## src/rtl/vga_pattern_gen.sv

```systemverilog
// Multi-mode VGA test-pattern source: bars, gray ramp, checker, solid, stripes.
// Define VGA_PATTERN_BORDER_EN to overlay a 1-pixel all-ones border.
module vga_pattern_gen #(
    parameter int BITS_PER_COLOR = 4,
    parameter int HW             = 12,
    parameter int VW             = 12,
    parameter int LGBARS         = 3,
    parameter int CHK_LG         = 3,
    parameter int GSHIFT         = 2
) (
    input  logic                          i_pixclk,
    input  logic                          i_reset,
    input  logic [HW-1:0]                 i_width,
    input  logic [VW-1:0]                 i_height,
    input  logic                          i_rd,
    input  logic                          i_newline,
    input  logic                          i_newframe,
    input  logic [2:0]                    i_mode,
    input  logic [3*BITS_PER_COLOR-1:0]   i_color,
    output logic [3*BITS_PER_COLOR-1:0]   o_pixel,
    output logic [2:0]                    o_mode
);

    localparam int BPC   = BITS_PER_COLOR;
    localparam int PW    = 3 * BPC;
    localparam int NBARS = 2 ** LGBARS;

    localparam logic [BPC-1:0]    LVL75   = BPC'(3) << (BPC - 2);
    localparam logic [BPC-1:0]    LMAX    = '1;
    localparam logic [LGBARS-1:0] LASTBAR = LGBARS'(NBARS - 1);

    typedef enum logic [2:0] {
        M_BARS   = 3'd0,
        M_GRAY   = 3'd1,
        M_CHECK  = 3'd2,
        M_SOLID  = 3'd3,
        M_STRIPE = 3'd4
    } mode_t;

    logic [HW-1:0]     hpos, hedge, fcount;
    logic [VW-1:0]     ypos;
    logic [LGBARS-1:0] hbar;
    logic              dline;

    logic [HW-1:0]     step, hpos_nx, gl, ssum, sshift;
    logic [BPC-1:0]    glvl;
    logic [PW-1:0]     pix;

    // White, yellow, cyan, green, magenta, red, blue, black at 75% level
    function automatic logic [PW-1:0] bar_color(input logic [2:0] i);
        logic [BPC-1:0] r, g, b;
        r = i[1] ? '0 : LVL75;
        g = i[2] ? '0 : LVL75;
        b = i[0] ? '0 : LVL75;
        return {r, g, b};
    endfunction

    assign step    = i_width >> LGBARS;
    assign hpos_nx = hpos + HW'(1);
    assign gl      = hpos >> GSHIFT;
    assign glvl    = (gl > HW'(LMAX)) ? LMAX : gl[BPC-1:0];
    assign ssum    = hpos + HW'(ypos) + fcount;
    assign sshift  = ssum >> CHK_LG;

    always_comb begin
        pix = '0;
        unique case (mode_t'(o_mode))
            M_BARS:   pix = bar_color(3'(hbar));
            M_GRAY:   pix = {glvl, glvl, glvl};
            M_CHECK:  pix = (hpos[CHK_LG] ^ ypos[CHK_LG]) ? '1 : '0;
            M_SOLID:  pix = i_color;
            M_STRIPE: pix = bar_color(sshift[2:0]);
            default:  pix = '0;
        endcase
`ifdef VGA_PATTERN_BORDER_EN
        if (ypos == '0 || ypos == i_height - VW'(1) ||
            hpos == '0 || hpos == i_width - HW'(1))
            pix = '1;
`endif
    end

`ifndef VGA_PATTERN_BORDER_EN
    logic unused_height;
    assign unused_height = ^i_height;
`endif

    always_ff @(posedge i_pixclk) begin
        if (i_reset) begin
            o_pixel <= '0;
            o_mode  <= '0;
            hpos    <= '0;
            ypos    <= '0;
            hbar    <= '0;
            hedge   <= step;
            fcount  <= '0;
            dline   <= 1'b0;
        end else if (i_newframe) begin
            o_pixel <= '0;
            if (i_mode <= 3'd4)
                o_mode <= i_mode;
            fcount  <= fcount + HW'(1);
            ypos    <= '0;
            hpos    <= '0;
            hbar    <= '0;
            hedge   <= step;
            dline   <= 1'b0;
        end else if (i_newline) begin
            o_pixel <= '0;
            hpos    <= '0;
            hbar    <= '0;
            hedge   <= step;
            ypos    <= ypos + VW'(dline);
            dline   <= 1'b0;
        end else if (i_rd) begin
            o_pixel <= pix;
            hpos    <= hpos_nx;
            dline   <= 1'b1;
            // Advance to the next bar once the next pixel crosses the edge
            if (step != '0 && hpos_nx >= hedge && hbar != LASTBAR) begin
                hbar  <= hbar + LGBARS'(1);
                hedge <= hedge + step;
            end
        end
    end

endmodule

```

## config.mk

```make
export PLATFORM = sky130hd
export DESIGN_NAME = vga_pattern_gen
export DESIGN_NICKNAME = d
export VERILOG_FILES = /design/src/rtl/vga_pattern_gen.sv
export SDC_FILE = /design/constraint.sdc
export NUM_CORES = 1
export LEC_CHECK = 0
export CORE_MARGIN = 2
export CORE_UTILIZATION = 40
export CTS_BUF_LIST = sky130_fd_sc_hd__clkbuf_2 sky130_fd_sc_hd__clkbuf_4 sky130_fd_sc_hd__clkbuf_8
export DETAILED_ROUTE_END_ITERATION = 10
export PLACE_DENSITY = 0.73
export SLEW_MARGIN = 25
export SYNTH_ARGS = -nofsm -noshare
export SYNTH_HDL_FRONTEND = slang
export SYNTH_SLANG_ARGS = --single-unit
```

## constraint.sdc

```tcl
create_clock -name i_pixclk -period 4.3 [get_ports i_pixclk]
set_input_delay 0.86 -clock i_pixclk [delete_from_list [all_inputs] [get_ports i_pixclk]]
set_output_delay 0.86 -clock i_pixclk [all_outputs]
set_load 0.01 [all_outputs]
```

==> results.sh <==
export IMPL_synth_area_um2=3560
export IMPL_postCtsSetupBuffers=0
export IMPL_path_clk_slew_ps=100
export IMPL_drive_gt1_share_pct=4.42
export IMPL_switching_share_pct=27.4
export IMPL_cts_root_buf="clkbuf_8"
export IMPL_num_io_pins=59
export IMPL_worstSetupPathType="reg2reg"
export IMPL_finalCritPeriodShare_pct=81.7
export IMPL_power_share_sequential_pct=53.7
export IMPL_worst_pin_slew_ps=786
export IMPL_synthXorXnorAreaFrac_pct=9.85
export IMPL_synthMuxAreaShare_pct=1.69
export IMPL_drv_cap=0
export IMPL_grt_pass1_wl_um=12200
export IMPL_synth_top_area_cell="dfxtp_1"
export IMPL_finalHoldViolCount=0
export IMPL_cts_made_buffers=5
export IMPL_die_w_um=98.3
export IMPL_area_delta_synth_final_pct=17.0
export IMPL_via_per_inst=5.33
export IMPL_start_util_pct=41.0
export IMPL_grt_max_degree=29
export IMPL_p_int_uw=746
export IMPL_coreArea_um2=8680
export IMPL_wirelength_um=7140
export IMPL_max_freq_ghz=0.284
export IMPL_tritoncts="done"
export IMPL_first_pass_iters=4
export IMPL_insertion_delay_ps=310
export IMPL_rows=34
export IMPL_crit_required_ps=4290
export IMPL_hold_class="reg2reg"
export IMPL_fin_area_um2=4160
export IMPL_cts_resized=0
export IMPL_cp_max_fo=9
export IMPL_pwr_share_comb_pct=17.7
export IMPL_antenna_found_initial=0
export IMPL_start_kind="flip-flop"
export IMPL_clockBufferDepth=2
export IMPL_dp_hpwl_um=5540
export IMPL_end_kind="flip-flop"
export IMPL_synth_simple_area_share_pct=20.3
export IMPL_synth_cell_type_count=46
export IMPL_pwr_share_clk_pct=28.6
export IMPL_synth_edf_count=9
export IMPL_syn_inst=416
export IMPL_synth_warnings=0
export IMPL_layout_min_cycle_time_ps=3520
export IMPL_cp_arrival_ps=3500
export IMPL_whs_path_depth=2
export IMPL_route_detailed_drc=0
export IMPL_synthAdderAreaFrac_pct=13.7
export IMPL_h_tree_depth=2
export IMPL_die_h_um=98.3
export IMPL_ctsHoldBuffers=0
export IMPL_die_area_um2=9660
export IMPL_cts_sinks=55
export IMPL_outcome="complete, no violations"
export IMPL_slew_violations=0
export IMPL_rr_worst_depth=12
export IMPL_synth_compound_area_share_pct=17.1
export IMPL_port_buffers=43
export IMPL_p_leak_uw=0.00171
export IMPL_tns_ps=0
export IMPL_finalNetCount=531
export IMPL_syn_nets=496
export IMPL_num_fill_cells=861
export IMPL_synth_top_family_by_area="simple AND/OR/NAND/NOR gates"
export IMPL_synth_area_per_cell_um2=8.55
export IMPL_grt_overflow_total=0
export IMPL_drt_iter0_markers=123
export IMPL_ir_worst_vdd_mv=0.171
export IMPL_ant_nets=0
export IMPL_ys_flop_type="dfxtp_1"
export IMPL_slew_headroom_pct=47.6
export IMPL_synthTopCellsByArea="dfxtp_1 26%, ha_1 11%, edfxtp_1 7.6%"
export IMPL_rsz0062_at_grt="no"
export IMPL_powerDensity_nw_per_um2=247
export IMPL_switching_power_uw=282
export IMPL_wire_per_inst_um=12.8
export IMPL_fin_worst_skew_ps=9.42
export IMPL_grt_usage_pct=15.0
export IMPL_gp_congestion=0.805
export IMPL_ys_seq_area_share_pct=33.5
export IMPL_synth_ff_latch_count=55
export IMPL_diodes=0
export IMPL_placed_area_um2=4070
export IMPL_setup_viol=0
export IMPL_vias=2983
export IMPL_async_flop_share_pct=0
export IMPL_synth_top_area_share_pct=25.9
export IMPL_grt_pass1_vias=2800
==> placed cells by master, fill, tap and decap left out, drive strengths merged, types with 8 or more instances in the layout <==
cell type / instances
nand2: 50
nand2b: 13
nor2: 38
clkdlybuf4s50: 43
nand3: 8
xnor2: 11
edfxtp: 9
a21oi: 32
ha: 31
o21ai: 24
dfxtp: 46
a21o: 11
xor2: 29
inv: 18
==> synthesized netlist by cell type, types with 5 or more instances <==
library cell  count
and3_1            6
nand2b_1         13
and2_1            5
o31ai_1           7
nor2_1           38
edfxtp_1          9
dfxtp_1          46
fa_1              5
nor3_1            6
a21o_1           11
o21ai_1          10
o21ai_0          14
xnor2_1          11
a21oi_1          29
inv_1            16
nand3_1           8
nor2b_1           6
ha_1             31
mux2i_1           6
clkbuf_1         15
o21a_1            6
nand4_1           6
xor2_1           29
nand2_1          50
==> kinds of logic after synthesis <==
| group | after synthesis |
|---|---|
| AND/OR/NAND/NOR | 151 |
| adder cells (fa/ha/maj) | 36 |
| XOR/XNOR | 40 |
| AO/OA/AOI/OAI | 93 |
| multiplexers | 6 |
| buffers and inverters | 35 |
| flip-flops | 55 |
==> critical path, stage by stage, from the launching register on <==
cell and delay (ps):
dfxtp_1 430, ha_1 230, and3_1 220, and3_1 220, and3_1 250, nand3_1 110, xnor2_1 140, ha_1 290
and2_4 170, a221oi_2 440, a221o_2 300, a21o_1 140, nand2_1 260
==> flip-flops by register name, indices dropped and copies added, names as in the netlist <==
| register | cells |
|---|---|
| hbar | 3 |
| ypos | 6 |
| fcount | 6 |
| hedge | 12 |
| o_pixel | 12 |
| dline | 1 |
| o_mode | 3 |
| hpos | 12 |
==> power by group through the flow <==
stage,logic (µW),registers (µW),clock network [µW]
floorplan,121,560,0
global placement,175,565,0
detailed placement,181,565,0
CTS,182,553,299
global route,203,555,316
finish,182,553,294
==> path summary, 6_finish.rpt <==
| check | end | from | slack, ps |
|---|---|---|---|
| worst max-delay path | hedge[0] | hpos[0] | 780 |
| worst min-delay path | o_pixel[8] | o_pixel[8] | 480 |
| worst max register to register | hedge[0] | hpos[0] | 780 |
| worst min register to register | o_pixel[8] | o_pixel[8] | 480 |
==> area by class of cell <==
| type | instances | area (µm²) | share of cell area, % |
|---|---|---|---|
| multi-input combinational | 326 | 2230 | 53.6 |
| sequential | 55 | 1190 | 28.6 |
| timing repair buffer | 46 | 453 | 10.9 |
| tap | 108 | 135 | 3.25 |
| clock buffer | 6 | 76.3 | 1.83 |
| inverter | 17 | 63.8 | 1.53 |
| clock inverter | 2 | 11.3 | 0.271 |
==> layer usage <==
layer  up-vias  track usage [%]  part of all wire [%]
met5         -                0                     0
met4         0             3.16                  0.95
met3         7             2.93                   2.7
met2        33             26.3                    49
met1      1430             19.3                    47
li1       1513                -                     -
==> stage by stage <==
stage | setup slack, ps | hold slack (ps) | util [%] | total power [µW] | instances
2_1_floorplan | 1140 | 438 | - | 681 | 416
3_3_place_gp | 875 | 456 | 46.9 | 740 | 552
3_5_place_dp | 788 | 461 | 46.9 | 746 | 552
4_1_cts | 768 | 478 | 47.9 | 1030 | 560
5_1_grt | 565 | 497 | 47.9 | 1070 | 560
6_report | 785 | 476 | 47.9 | 1030 | 560
Power figures use the tool's default switching activity.
